**src/rtl/plic_claim_pkg.sv**
```systemverilog
// Shared types and constants for the PLIC claim/complete AXI master.
package plic_claim_pkg;

    typedef enum logic [2:0] {
        S_IDLE    = 3'd0,
        S_AR      = 3'd1,
        S_R       = 3'd2,
        S_DELIVER = 3'd3,
        S_WR      = 3'd4,
        S_B       = 3'd5
    } state_e;

    localparam logic [31:0] CLAIM_OFFSET   = 32'h0020_0004;
    localparam logic [31:0] CTX_STRIDE     = 32'h0000_1000;
    localparam logic [1:0]  AXI_RESP_OKAY  = 2'b00;
    localparam logic [1:0]  AXI_BURST_INCR = 2'b01;
    localparam logic [2:0]  AXI_SIZE_4B    = 3'b010;

    function automatic logic [31:0] claim_addr(
        input logic [31:0] base,
        input int unsigned tgt
    );
        return base + CLAIM_OFFSET + CTX_STRIDE * 32'(tgt);
    endfunction

endpackage

```
**src/rtl/plic_claim_master_if.sv**
```systemverilog
// Single-beat AXI4 master bundle used by the PLIC claim master.
interface plic_claim_master_if #(
    parameter int ADDR_W = 32,
    parameter int DATA_W = 32,
    parameter int ID_W   = 4
) ();

    logic [ID_W-1:0]     arid;
    logic [ADDR_W-1:0]   araddr;
    logic [7:0]          arlen;
    logic [2:0]          arsize;
    logic [1:0]          arburst;
    logic                arvalid;
    logic                arready;

    logic [ID_W-1:0]     rid;
    logic [DATA_W-1:0]   rdata;
    logic [1:0]          rresp;
    logic                rlast;
    logic                rvalid;
    logic                rready;

    logic [ID_W-1:0]     awid;
    logic [ADDR_W-1:0]   awaddr;
    logic [7:0]          awlen;
    logic [2:0]          awsize;
    logic [1:0]          awburst;
    logic                awvalid;
    logic                awready;

    logic [DATA_W-1:0]   wdata;
    logic [DATA_W/8-1:0] wstrb;
    logic                wlast;
    logic                wvalid;
    logic                wready;

    logic [ID_W-1:0]     bid;
    logic [1:0]          bresp;
    logic                bvalid;
    logic                bready;

    modport master (
        output arid, araddr, arlen, arsize, arburst, arvalid,
        input  arready,
        input  rid, rdata, rresp, rlast, rvalid,
        output rready,
        output awid, awaddr, awlen, awsize, awburst, awvalid,
        input  awready,
        output wdata, wstrb, wlast, wvalid,
        input  wready,
        input  bid, bresp, bvalid,
        output bready
    );

    modport slave (
        input  arid, araddr, arlen, arsize, arburst, arvalid,
        output arready,
        output rid, rdata, rresp, rlast, rvalid,
        input  rready,
        input  awid, awaddr, awlen, awsize, awburst, awvalid,
        output awready,
        input  wdata, wstrb, wlast, wvalid,
        output wready,
        output bid, bresp, bvalid,
        input  bready
    );

endinterface

```
**src/rtl/plic_claim_wr_tracker.sv**
```systemverilog
// Tracks the independent AW and W handshakes of one write.
module plic_claim_wr_tracker (
    input  logic i_clk,
    input  logic i_rst,
    input  logic i_start,
    input  logic i_awready,
    input  logic i_wready,
    output logic o_awvalid,
    output logic o_wvalid,
    output logic o_done
);

    logic r_aw_pend;
    logic r_w_pend;

    always_ff @(posedge i_clk) begin
        if (i_rst) begin
            r_aw_pend <= 1'b0;
            r_w_pend  <= 1'b0;
        end else if (i_start) begin
            r_aw_pend <= 1'b1;
            r_w_pend  <= 1'b1;
        end else begin
            if (r_aw_pend && i_awready) r_aw_pend <= 1'b0;
            if (r_w_pend && i_wready)   r_w_pend  <= 1'b0;
        end
    end

    assign o_awvalid = r_aw_pend;
    assign o_wvalid  = r_w_pend;

    // Done covers both channels finishing in the same cycle.
    assign o_done = (r_aw_pend | r_w_pend)
                  & (~r_aw_pend | i_awready)
                  & (~r_w_pend | i_wready);

endmodule

```
**src/rtl/plic_claim_master.sv**
```systemverilog
// Claims a PLIC source ID over AXI, hands it to the core, and writes it back
// on completion.
module plic_claim_master
    import plic_claim_pkg::*;
#(
    parameter int          AXI_DATA_WIDTH  = 32,
    parameter int          AXI_ADDR_WIDTH  = 32,
    parameter int          AXI_ID_WIDTH    = 4,
    parameter int          AXI_ID          = 0,
    parameter logic [31:0] PLIC_BASE       = 32'h0400_0000,
    parameter int          TARGET_ID       = 0,
    parameter int          SRCW            = 5,
    parameter int          MAX_OUTSTANDING = 1
) (
    input  logic            clk_i,
    input  logic            rst_i,
    input  logic            irq_i,
    output logic            claim_valid_o,
    input  logic            claim_ready_i,
    output logic [SRCW-1:0] claim_id_o,
    input  logic            complete_valid_i,
    output logic            complete_ready_o,
    input  logic [SRCW-1:0] complete_id_i,
    output logic            err_o,
    plic_claim_master_if.master m_axi
);

    localparam logic [2:0] ST_IDLE    = S_IDLE;
    localparam logic [2:0] ST_AR      = S_AR;
    localparam logic [2:0] ST_R       = S_R;
    localparam logic [2:0] ST_DELIVER = S_DELIVER;
    localparam logic [2:0] ST_WR      = S_WR;
    localparam logic [2:0] ST_B       = S_B;

    localparam logic [AXI_ADDR_WIDTH-1:0] CLAIM_ADDR =
        AXI_ADDR_WIDTH'(claim_addr(PLIC_BASE, TARGET_ID));
    localparam logic [AXI_ID_WIDTH-1:0] ID_C = AXI_ID_WIDTH'(AXI_ID);
    localparam logic [2:0] MAX_C = 3'(MAX_OUTSTANDING);

    logic [2:0]      r_state;
    logic [2:0]      r_count;
    logic [SRCW-1:0] r_claim_id;
    logic [SRCW-1:0] r_cpl_id;
    logic            r_err;

    logic            w_cpl_go;
    logic            w_wr_done;
    logic            w_rd_ok;
    logic            w_b_ok;
    logic [SRCW-1:0] w_rd_id;
    logic            w_unused;

    assign w_cpl_go = (r_state == ST_IDLE) & complete_valid_i;
    assign w_rd_id  = m_axi.rdata[SRCW-1:0];
    assign w_rd_ok  = (m_axi.rresp == AXI_RESP_OKAY);
    assign w_b_ok   = (m_axi.bresp == AXI_RESP_OKAY);

    always_ff @(posedge clk_i) begin
        if (rst_i) begin
            r_state    <= ST_IDLE;
            r_count    <= '0;
            r_claim_id <= '0;
            r_cpl_id   <= '0;
            r_err      <= 1'b0;
        end else begin
            unique case (r_state)
                ST_IDLE: begin
                    // Completion wins so freed slots are returned first.
                    if (complete_valid_i) begin
                        r_cpl_id <= complete_id_i;
                        r_state  <= ST_WR;
                    end else if (irq_i && (r_count < MAX_C)) begin
                        r_state <= ST_AR;
                    end
                end
                ST_AR: begin
                    if (m_axi.arready) r_state <= ST_R;
                end
                ST_R: begin
                    if (m_axi.rvalid) begin
                        if (!w_rd_ok) begin
                            r_err   <= 1'b1;
                            r_state <= ST_IDLE;
                        end else if (w_rd_id == '0) begin
                            r_state <= ST_IDLE;
                        end else begin
                            r_claim_id <= w_rd_id;
                            r_count    <= r_count + 3'd1;
                            r_state    <= ST_DELIVER;
                        end
                    end
                end
                ST_DELIVER: begin
                    if (claim_ready_i) r_state <= ST_IDLE;
                end
                ST_WR: begin
                    if (w_wr_done) r_state <= ST_B;
                end
                ST_B: begin
                    if (m_axi.bvalid) begin
                        if (r_count != '0) r_count <= r_count - 3'd1;
                        if (!w_b_ok) r_err <= 1'b1;
                        r_state <= ST_IDLE;
                    end
                end
                default: r_state <= ST_IDLE;
            endcase
        end
    end

    plic_claim_wr_tracker u_wr_tracker (
        .i_clk     (clk_i),
        .i_rst     (rst_i),
        .i_start   (w_cpl_go),
        .i_awready (m_axi.awready),
        .i_wready  (m_axi.wready),
        .o_awvalid (m_axi.awvalid),
        .o_wvalid  (m_axi.wvalid),
        .o_done    (w_wr_done)
    );

    assign claim_valid_o    = (r_state == ST_DELIVER);
    assign claim_id_o       = r_claim_id;
    assign complete_ready_o = (r_state == ST_IDLE);
    assign err_o            = r_err;

    assign m_axi.arid    = ID_C;
    assign m_axi.araddr  = CLAIM_ADDR;
    assign m_axi.arlen   = 8'd0;
    assign m_axi.arsize  = AXI_SIZE_4B;
    assign m_axi.arburst = AXI_BURST_INCR;
    assign m_axi.arvalid = (r_state == ST_AR);
    assign m_axi.rready  = (r_state == ST_R);

    assign m_axi.awid    = ID_C;
    assign m_axi.awaddr  = CLAIM_ADDR;
    assign m_axi.awlen   = 8'd0;
    assign m_axi.awsize  = AXI_SIZE_4B;
    assign m_axi.awburst = AXI_BURST_INCR;
    assign m_axi.wdata   = AXI_DATA_WIDTH'(r_cpl_id);
    assign m_axi.wstrb   = '1;
    assign m_axi.wlast   = 1'b1;
    assign m_axi.bready  = (r_state == ST_B);

    // Single outstanding transaction: IDs and rlast carry no information.
    assign w_unused = ^{m_axi.rid, m_axi.rlast, m_axi.bid,
                        m_axi.rdata[AXI_DATA_WIDTH-1:SRCW]};

endmodule

```
**src/flat_wrapper.sv**
```systemverilog
// flat-port wrapper written by rule: the top's interface ports become plain ports
module plic_claim_master_flat import plic_claim_pkg::*;
#(
    parameter int          AXI_DATA_WIDTH  = 32,
    parameter int          AXI_ADDR_WIDTH  = 32,
    parameter int          AXI_ID_WIDTH    = 4,
    parameter int          AXI_ID          = 0,
    parameter logic [31:0] PLIC_BASE       = 32'h0400_0000,
    parameter int          TARGET_ID       = 0,
    parameter int          SRCW            = 5,
    parameter int          MAX_OUTSTANDING = 1
)
  (clk_i, rst_i, irq_i, claim_valid_o, claim_ready_i, claim_id_o, complete_valid_i, complete_ready_o, complete_id_i, err_o, m_axi_arid, m_axi_araddr, m_axi_arlen, m_axi_arsize, m_axi_arburst, m_axi_arvalid, m_axi_arready, m_axi_rid, m_axi_rdata, m_axi_rresp, m_axi_rlast, m_axi_rvalid, m_axi_rready, m_axi_awid, m_axi_awaddr, m_axi_awlen, m_axi_awsize, m_axi_awburst, m_axi_awvalid, m_axi_awready, m_axi_wdata, m_axi_wstrb, m_axi_wlast, m_axi_wvalid, m_axi_wready, m_axi_bid, m_axi_bresp, m_axi_bvalid, m_axi_bready);
  plic_claim_master_if #(.ADDR_W(32), .DATA_W(32), .ID_W(4)) m_axi_i ();
  input  logic clk_i;
  input  logic rst_i;
  input  logic irq_i;
  output logic claim_valid_o;
  input  logic claim_ready_i;
  output logic [SRCW-1:0] claim_id_o;
  input  logic complete_valid_i;
  output logic complete_ready_o;
  input  logic [SRCW-1:0] complete_id_i;
  output logic err_o;
  output wire logic [$bits(m_axi_i.arid)-1:0] m_axi_arid;
  output wire logic [$bits(m_axi_i.araddr)-1:0] m_axi_araddr;
  output wire logic [$bits(m_axi_i.arlen)-1:0] m_axi_arlen;
  output wire logic [$bits(m_axi_i.arsize)-1:0] m_axi_arsize;
  output wire logic [$bits(m_axi_i.arburst)-1:0] m_axi_arburst;
  output wire logic [$bits(m_axi_i.arvalid)-1:0] m_axi_arvalid;
  input wire logic [$bits(m_axi_i.arready)-1:0] m_axi_arready;
  input wire logic [$bits(m_axi_i.rid)-1:0] m_axi_rid;
  input wire logic [$bits(m_axi_i.rdata)-1:0] m_axi_rdata;
  input wire logic [$bits(m_axi_i.rresp)-1:0] m_axi_rresp;
  input wire logic [$bits(m_axi_i.rlast)-1:0] m_axi_rlast;
  input wire logic [$bits(m_axi_i.rvalid)-1:0] m_axi_rvalid;
  output wire logic [$bits(m_axi_i.rready)-1:0] m_axi_rready;
  output wire logic [$bits(m_axi_i.awid)-1:0] m_axi_awid;
  output wire logic [$bits(m_axi_i.awaddr)-1:0] m_axi_awaddr;
  output wire logic [$bits(m_axi_i.awlen)-1:0] m_axi_awlen;
  output wire logic [$bits(m_axi_i.awsize)-1:0] m_axi_awsize;
  output wire logic [$bits(m_axi_i.awburst)-1:0] m_axi_awburst;
  output wire logic [$bits(m_axi_i.awvalid)-1:0] m_axi_awvalid;
  input wire logic [$bits(m_axi_i.awready)-1:0] m_axi_awready;
  output wire logic [$bits(m_axi_i.wdata)-1:0] m_axi_wdata;
  output wire logic [$bits(m_axi_i.wstrb)-1:0] m_axi_wstrb;
  output wire logic [$bits(m_axi_i.wlast)-1:0] m_axi_wlast;
  output wire logic [$bits(m_axi_i.wvalid)-1:0] m_axi_wvalid;
  input wire logic [$bits(m_axi_i.wready)-1:0] m_axi_wready;
  input wire logic [$bits(m_axi_i.bid)-1:0] m_axi_bid;
  input wire logic [$bits(m_axi_i.bresp)-1:0] m_axi_bresp;
  input wire logic [$bits(m_axi_i.bvalid)-1:0] m_axi_bvalid;
  output wire logic [$bits(m_axi_i.bready)-1:0] m_axi_bready;
  assign m_axi_arid = m_axi_i.arid;
  assign m_axi_araddr = m_axi_i.araddr;
  assign m_axi_arlen = m_axi_i.arlen;
  assign m_axi_arsize = m_axi_i.arsize;
  assign m_axi_arburst = m_axi_i.arburst;
  assign m_axi_arvalid = m_axi_i.arvalid;
  assign m_axi_i.arready = m_axi_arready;
  assign m_axi_i.rid = m_axi_rid;
  assign m_axi_i.rdata = m_axi_rdata;
  assign m_axi_i.rresp = m_axi_rresp;
  assign m_axi_i.rlast = m_axi_rlast;
  assign m_axi_i.rvalid = m_axi_rvalid;
  assign m_axi_rready = m_axi_i.rready;
  assign m_axi_awid = m_axi_i.awid;
  assign m_axi_awaddr = m_axi_i.awaddr;
  assign m_axi_awlen = m_axi_i.awlen;
  assign m_axi_awsize = m_axi_i.awsize;
  assign m_axi_awburst = m_axi_i.awburst;
  assign m_axi_awvalid = m_axi_i.awvalid;
  assign m_axi_i.awready = m_axi_awready;
  assign m_axi_wdata = m_axi_i.wdata;
  assign m_axi_wstrb = m_axi_i.wstrb;
  assign m_axi_wlast = m_axi_i.wlast;
  assign m_axi_wvalid = m_axi_i.wvalid;
  assign m_axi_i.wready = m_axi_wready;
  assign m_axi_i.bid = m_axi_bid;
  assign m_axi_i.bresp = m_axi_bresp;
  assign m_axi_i.bvalid = m_axi_bvalid;
  assign m_axi_bready = m_axi_i.bready;
  plic_claim_master #(.AXI_DATA_WIDTH(AXI_DATA_WIDTH), .AXI_ADDR_WIDTH(AXI_ADDR_WIDTH), .AXI_ID_WIDTH(AXI_ID_WIDTH), .AXI_ID(AXI_ID), .PLIC_BASE(PLIC_BASE), .TARGET_ID(TARGET_ID), .SRCW(SRCW), .MAX_OUTSTANDING(MAX_OUTSTANDING)) u_core (.clk_i(clk_i), .rst_i(rst_i), .irq_i(irq_i), .claim_valid_o(claim_valid_o), .claim_ready_i(claim_ready_i), .claim_id_o(claim_id_o), .complete_valid_i(complete_valid_i), .complete_ready_o(complete_ready_o), .complete_id_i(complete_id_i), .err_o(err_o), .m_axi(m_axi_i));
endmodule
```
**config.mk**
```make
export PLATFORM = sky130hd
export DESIGN_NAME = plic_claim_master_flat
export DESIGN_NICKNAME = d
export VERILOG_FILES = /design/src/rtl/plic_claim_pkg.sv /design/src/rtl/plic_claim_master_if.sv /design/src/rtl/plic_claim_wr_tracker.sv /design/src/rtl/plic_claim_master.sv /design/src/flat_wrapper.sv
export SDC_FILE = /design/constraint.sdc
export NUM_CORES = 1
export LEC_CHECK = 0
export CAP_MARGIN = 20
export CORE_MARGIN = 3
export CORE_UTILIZATION = 30
export DETAILED_ROUTE_END_ITERATION = 12
export PLACE_DENSITY = 0.82
export SLEW_MARGIN = 10
export SYNTH_ARGS = -nofsm -noshare
export SYNTH_HDL_FRONTEND = slang
export SYNTH_SLANG_ARGS = --single-unit
```
**constraint.sdc**
```tcl
create_clock -name clk_i -period 1.96 [get_ports clk_i]
set_input_delay 0.392 -clock clk_i [delete_from_list [all_inputs] [get_ports clk_i]]
set_output_delay 0.392 -clock clk_i [all_outputs]
set_load 0.03 [all_outputs]
```
==> summary.txt, run 1 <==
Status
  – Run status: finished clean

Floorplan
  – Number of placement rows: 29
  – X dimension of the die: 88.9 microns
  – Count of pins on the block boundary: 208
  – Placeable core region: 6490 sq um
  – Initial cell density of the core: 0.317
  – Y dimension of the die: 88.9 microns
  – Area of the die: 7900 sq um

Worst setup path
  – Number of cells on the worst reg-to-reg path: 5
  – WP buf/inv: 1
  – Critical R2R Launch: u_core.r_state[0]
  – Arrival time of the worst setup path: 1.99 ns
  – Capture point of the worst reg-to-reg path: u_core.r_count[2]
  – Register-to-register path setup slack: 0.12 ns
  – Class of the most critical setup path: in2reg
  – Worst Path Max Fanout: 4
  – CP max stage cell: or4_4
  – Cell family with most CP delay: simple AND/OR/NAND/NOR gates
  – Type of element capturing the critical path: register
  – Critical path data required time: 2.09 ns
  – Longest individual stage delay on the worst path: 0.57 ns
  – Count of cell instances traversed by the critical path: 5
  – Worst path cell trace: clkdlybuf4s50_1 > or4_4 > or3_1 > a31oi_1 > nor3_1
  – CP startpoint kind: primary input

Pwr
  – Leakage power: 1.11 nW
  – Largest voltage drop on the vdd net: 492 uV
  – Power density cells: 892 nW/um^2
  – Total Power Consumption: 1.98 mW

Synthesis
  – Most area-consuming cells after synthesis: buf_4 47%, dfxtp_1 18%, mux2i_1 4.4%, a21oi_1 2.2%, ha_1 1.8%
  – Synth Cell Area: 2060 sq um
  – Leading post-synthesis cells by instance count: 130 x buf_4, 19 x dfxtp_1, 10 x nor2_1
  – Multiplexer share of the synthesized area: 0.0492
  – Number of enable-type register cells in the synthesized netlist: 0
  – Sequential cell area fraction in the yosys report: 0.184
  – Arithmetic-cell share of the synthesized area counting full adders, half adders and majority gates: 0.0182
  – Flip-flop and latch count after synthesis: 19
  – Prevailing post-synth register cell: dfxtp_1
  – Simple-gate portion of the synthesized area: 0.124
  – Fraction of registers with async set/reset: 0
  – Unique masters post-synth: 47
  – Area share of xor/xnor cells in the synthesized design: 0.00425
  – Top-area cell type share of the netlist area: 0.473
  – Leading cell type by number of instances after synthesis: buf_4
  – Post-Syn Area per Cell: 8.38 sq um
  – Dominant combinational cell family by area after synthesis: buffers and inverters
  – Cell type with the largest total area after synthesis: buf_4
  – Count of yosys warnings during synthesis: 0
  – Synthesized-area fraction occupied by ao, oa, aoi and oai cells: 0.109
  – Gate count after technology mapping: 246

Global routing
  – Number of global-route vias before repair: 1137
  – Overall track demand over capacity in global routing: 0.0827
  – Total global routing overflow: 0
  – Antenna violations before repair: 0
  – Largest net degree at the start of global routing: 12
  – First-pass GRT wire length: 5.20 mm

Place
  – Detailed placer's ending HPWL: 3.26 mm
  – Number of cells after detailed placement: 368
  – Number of buffer cells added on primary ports: 41
  – Area post-placement: 2150 sq um
  – Routability Congestion: 0.764

Finish
  – Antenna diode instance count: 0
  – Finished Core Util: 0.342
  – Final Instance Count excl. Fillers: 372
  – Net count reported at finish: 359
  – Share of cells above drive strength 1: 0.112
  – Layout overhead on the synthesized area: 7.59%
  – Filler Cells Inserted: 683
  – Final design area excluding fillers: 2220 sq um

Routing
  – Via total after detailed routing: 1353
  – Wire length per cell after detailed routing: 10.1 microns
  – Remaining number of nets flagged by the antenna check after routing: 0
  – Post-detailed-routing wire length: 3.76 mm
  – Number of iterations in the first detailed-routing pass: 4
  – Post-detailed-route DRC marker count: 0
  – Drt initial violations: 28
  – Vias per Instance: 3.64

Min path
  – Worst hold path endpoint: u_core.r_cpl_id[0]
  – Hold-critical path depth: 2
  – Hold crit path type: reg2reg
  – HP Start: u_core.r_cpl_id[0]

Clock network
  – Clock transition time at the flip-flop clock pins of the worst setup and hold paths: 0.07 ns
  – Clk root buf: clkbuf_8
  – Clock insertion delay at the later pin of the skew report: 0.25 ns
  – Clock tree from TritonCTS: yes
  – Maximum buffer depth of the clock tree: 2
  – Sinks on Clock Net: 19
  – H-tree levels: 1
  – Number of buffers inserted during clock tree synthesis: 3

STA
  – Final setup violation count: 0
  – Peak Freq: 0.539 GHz
  – Worst Hold Slack: 0.457 ns
  – Max-slew violation count: 0
  – Setup repair after global routing missed its margin: false
  – Final critical delay including setup and external delays: 1.85 ns
  – Clk_skew: 0.00110 ns
  – Final worst-path cycle share: 0.946
  – Total count of hold-check failures in the final report: 0

Run
  – Number of violations of the max-capacitance limit: 0
how the worst max path moves through the flow:
stage | startpoint | to | slack (ns)
global route | u_core.r_state[0] | u_core.r_count[2] | 0.03
detailed placement | irq_i | u_core.r_state[1] | -0.23
floorplan | u_core.r_state[0] | u_core.r_count[2] | 0.20
finish | m_axi_rdata[2] | u_core.r_count[1] | 0.11
global placement | irq_i | u_core.r_state[1] | -0.22
CTS | u_core.r_state[0] | m_axi_arvalid | 0.003
sequential cells by signal (all words and copies together), names as in the netlist:
signal	flops
u_core.r_cpl_id	5
u_core.claim_id_o	5
u_core.u_wr_tracker.o_wvalid	1
u_core.err_o	1
u_core.r_count	3
u_core.r_state	3
u_core.u_wr_tracker.o_awvalid	1
cell families after synthesis:
group,Yosys count
other cells,2
mux,10
xor+xnor,1
compound gates,26
flops,19
buf+inv,141
simple gates,44
fa+ha+maj,3
layout by cell type, fill, tap and decap left out, drive strengths merged, types with 2 or more instances in the layout:
cell type,Yosys,layout
nand2,7,7
nor3,5,5
clkdlybuf4s50,0,35
buf,135,17
a31oi,2,2
clkinv,1,2
o21bai,3,3
conb,2,130
nand3,5,5
nor4,2,2
clkbuf,1,3
a21oi,9,9
mux2i,9,9
nand2b,4,4
ha,3,3
dfxtp,19,19
inv,4,4
nor2,11,11
routing by layer:
metal	up-vias	part of all wire	track usage	wire, microns
li1	643	-	-	-
met1	614	0.37	0.0961	1380
met2	94	0.52	0.148	1940
met3	2	0.11	0.0194	415
met4	0	0.0048	0.0288	18
met5	-	0	0	0
through the flow:
step	setup TNS [ns]	setup slack, ns
6_report	0	0.106
5_1_grt	0	0.0304
4_1_cts	0	0.00310
3_5_place_dp	-1.61	-0.234
3_3_place_gp	-1.41	-0.217
2_1_floorplan	0	0.200
timing repair:
action | in CTS | in global routing
gates resized for setup | 0 | 4
setup endpoints to repair | 0 | 2
buffers inserted | 0 | 0
hold buffers | 0 | 0
tightest hold or removal path, delay by kind of cell (launching register included):
family,cells,cell delay [ns]
AND/OR/NAND/NOR,1,0.05
AO/OA/AOI/OAI,1,0.05
flip-flops,1,0.31
power breakdown:
| group | internal [mW] | switching, mW | leakage, nW |
|---|---|---|---|
| sequential | 0.449 | 0.0443 | 0.155 |
| combinational | 0.417 | 0.792 | 0.932 |
| clock | 0.141 | 0.135 | 0.0255 |
layout make-up:
type	count	area, sq um	area share
Multi-Input combinational cell	214	1140	0.512
Timing Repair Buffer	53	528	0.238
Sequential cell	19	380	0.171
Tap cell	77	96.3	0.0434
Clock buffer	3	41.3	0.0186
Inverter	5	31.3	0.0141
Clock inverter	1	5.00	0.00226
Note: power is estimated with default switching activity, not from simulation.
==> run 2: changes to the inputs <==
GPL_ROUTABILITY_DRIVEN = 0   (was not set)
==> results of run 2 <==
Same layout as run 1: the final DEF is identical, and so are final timing and power.
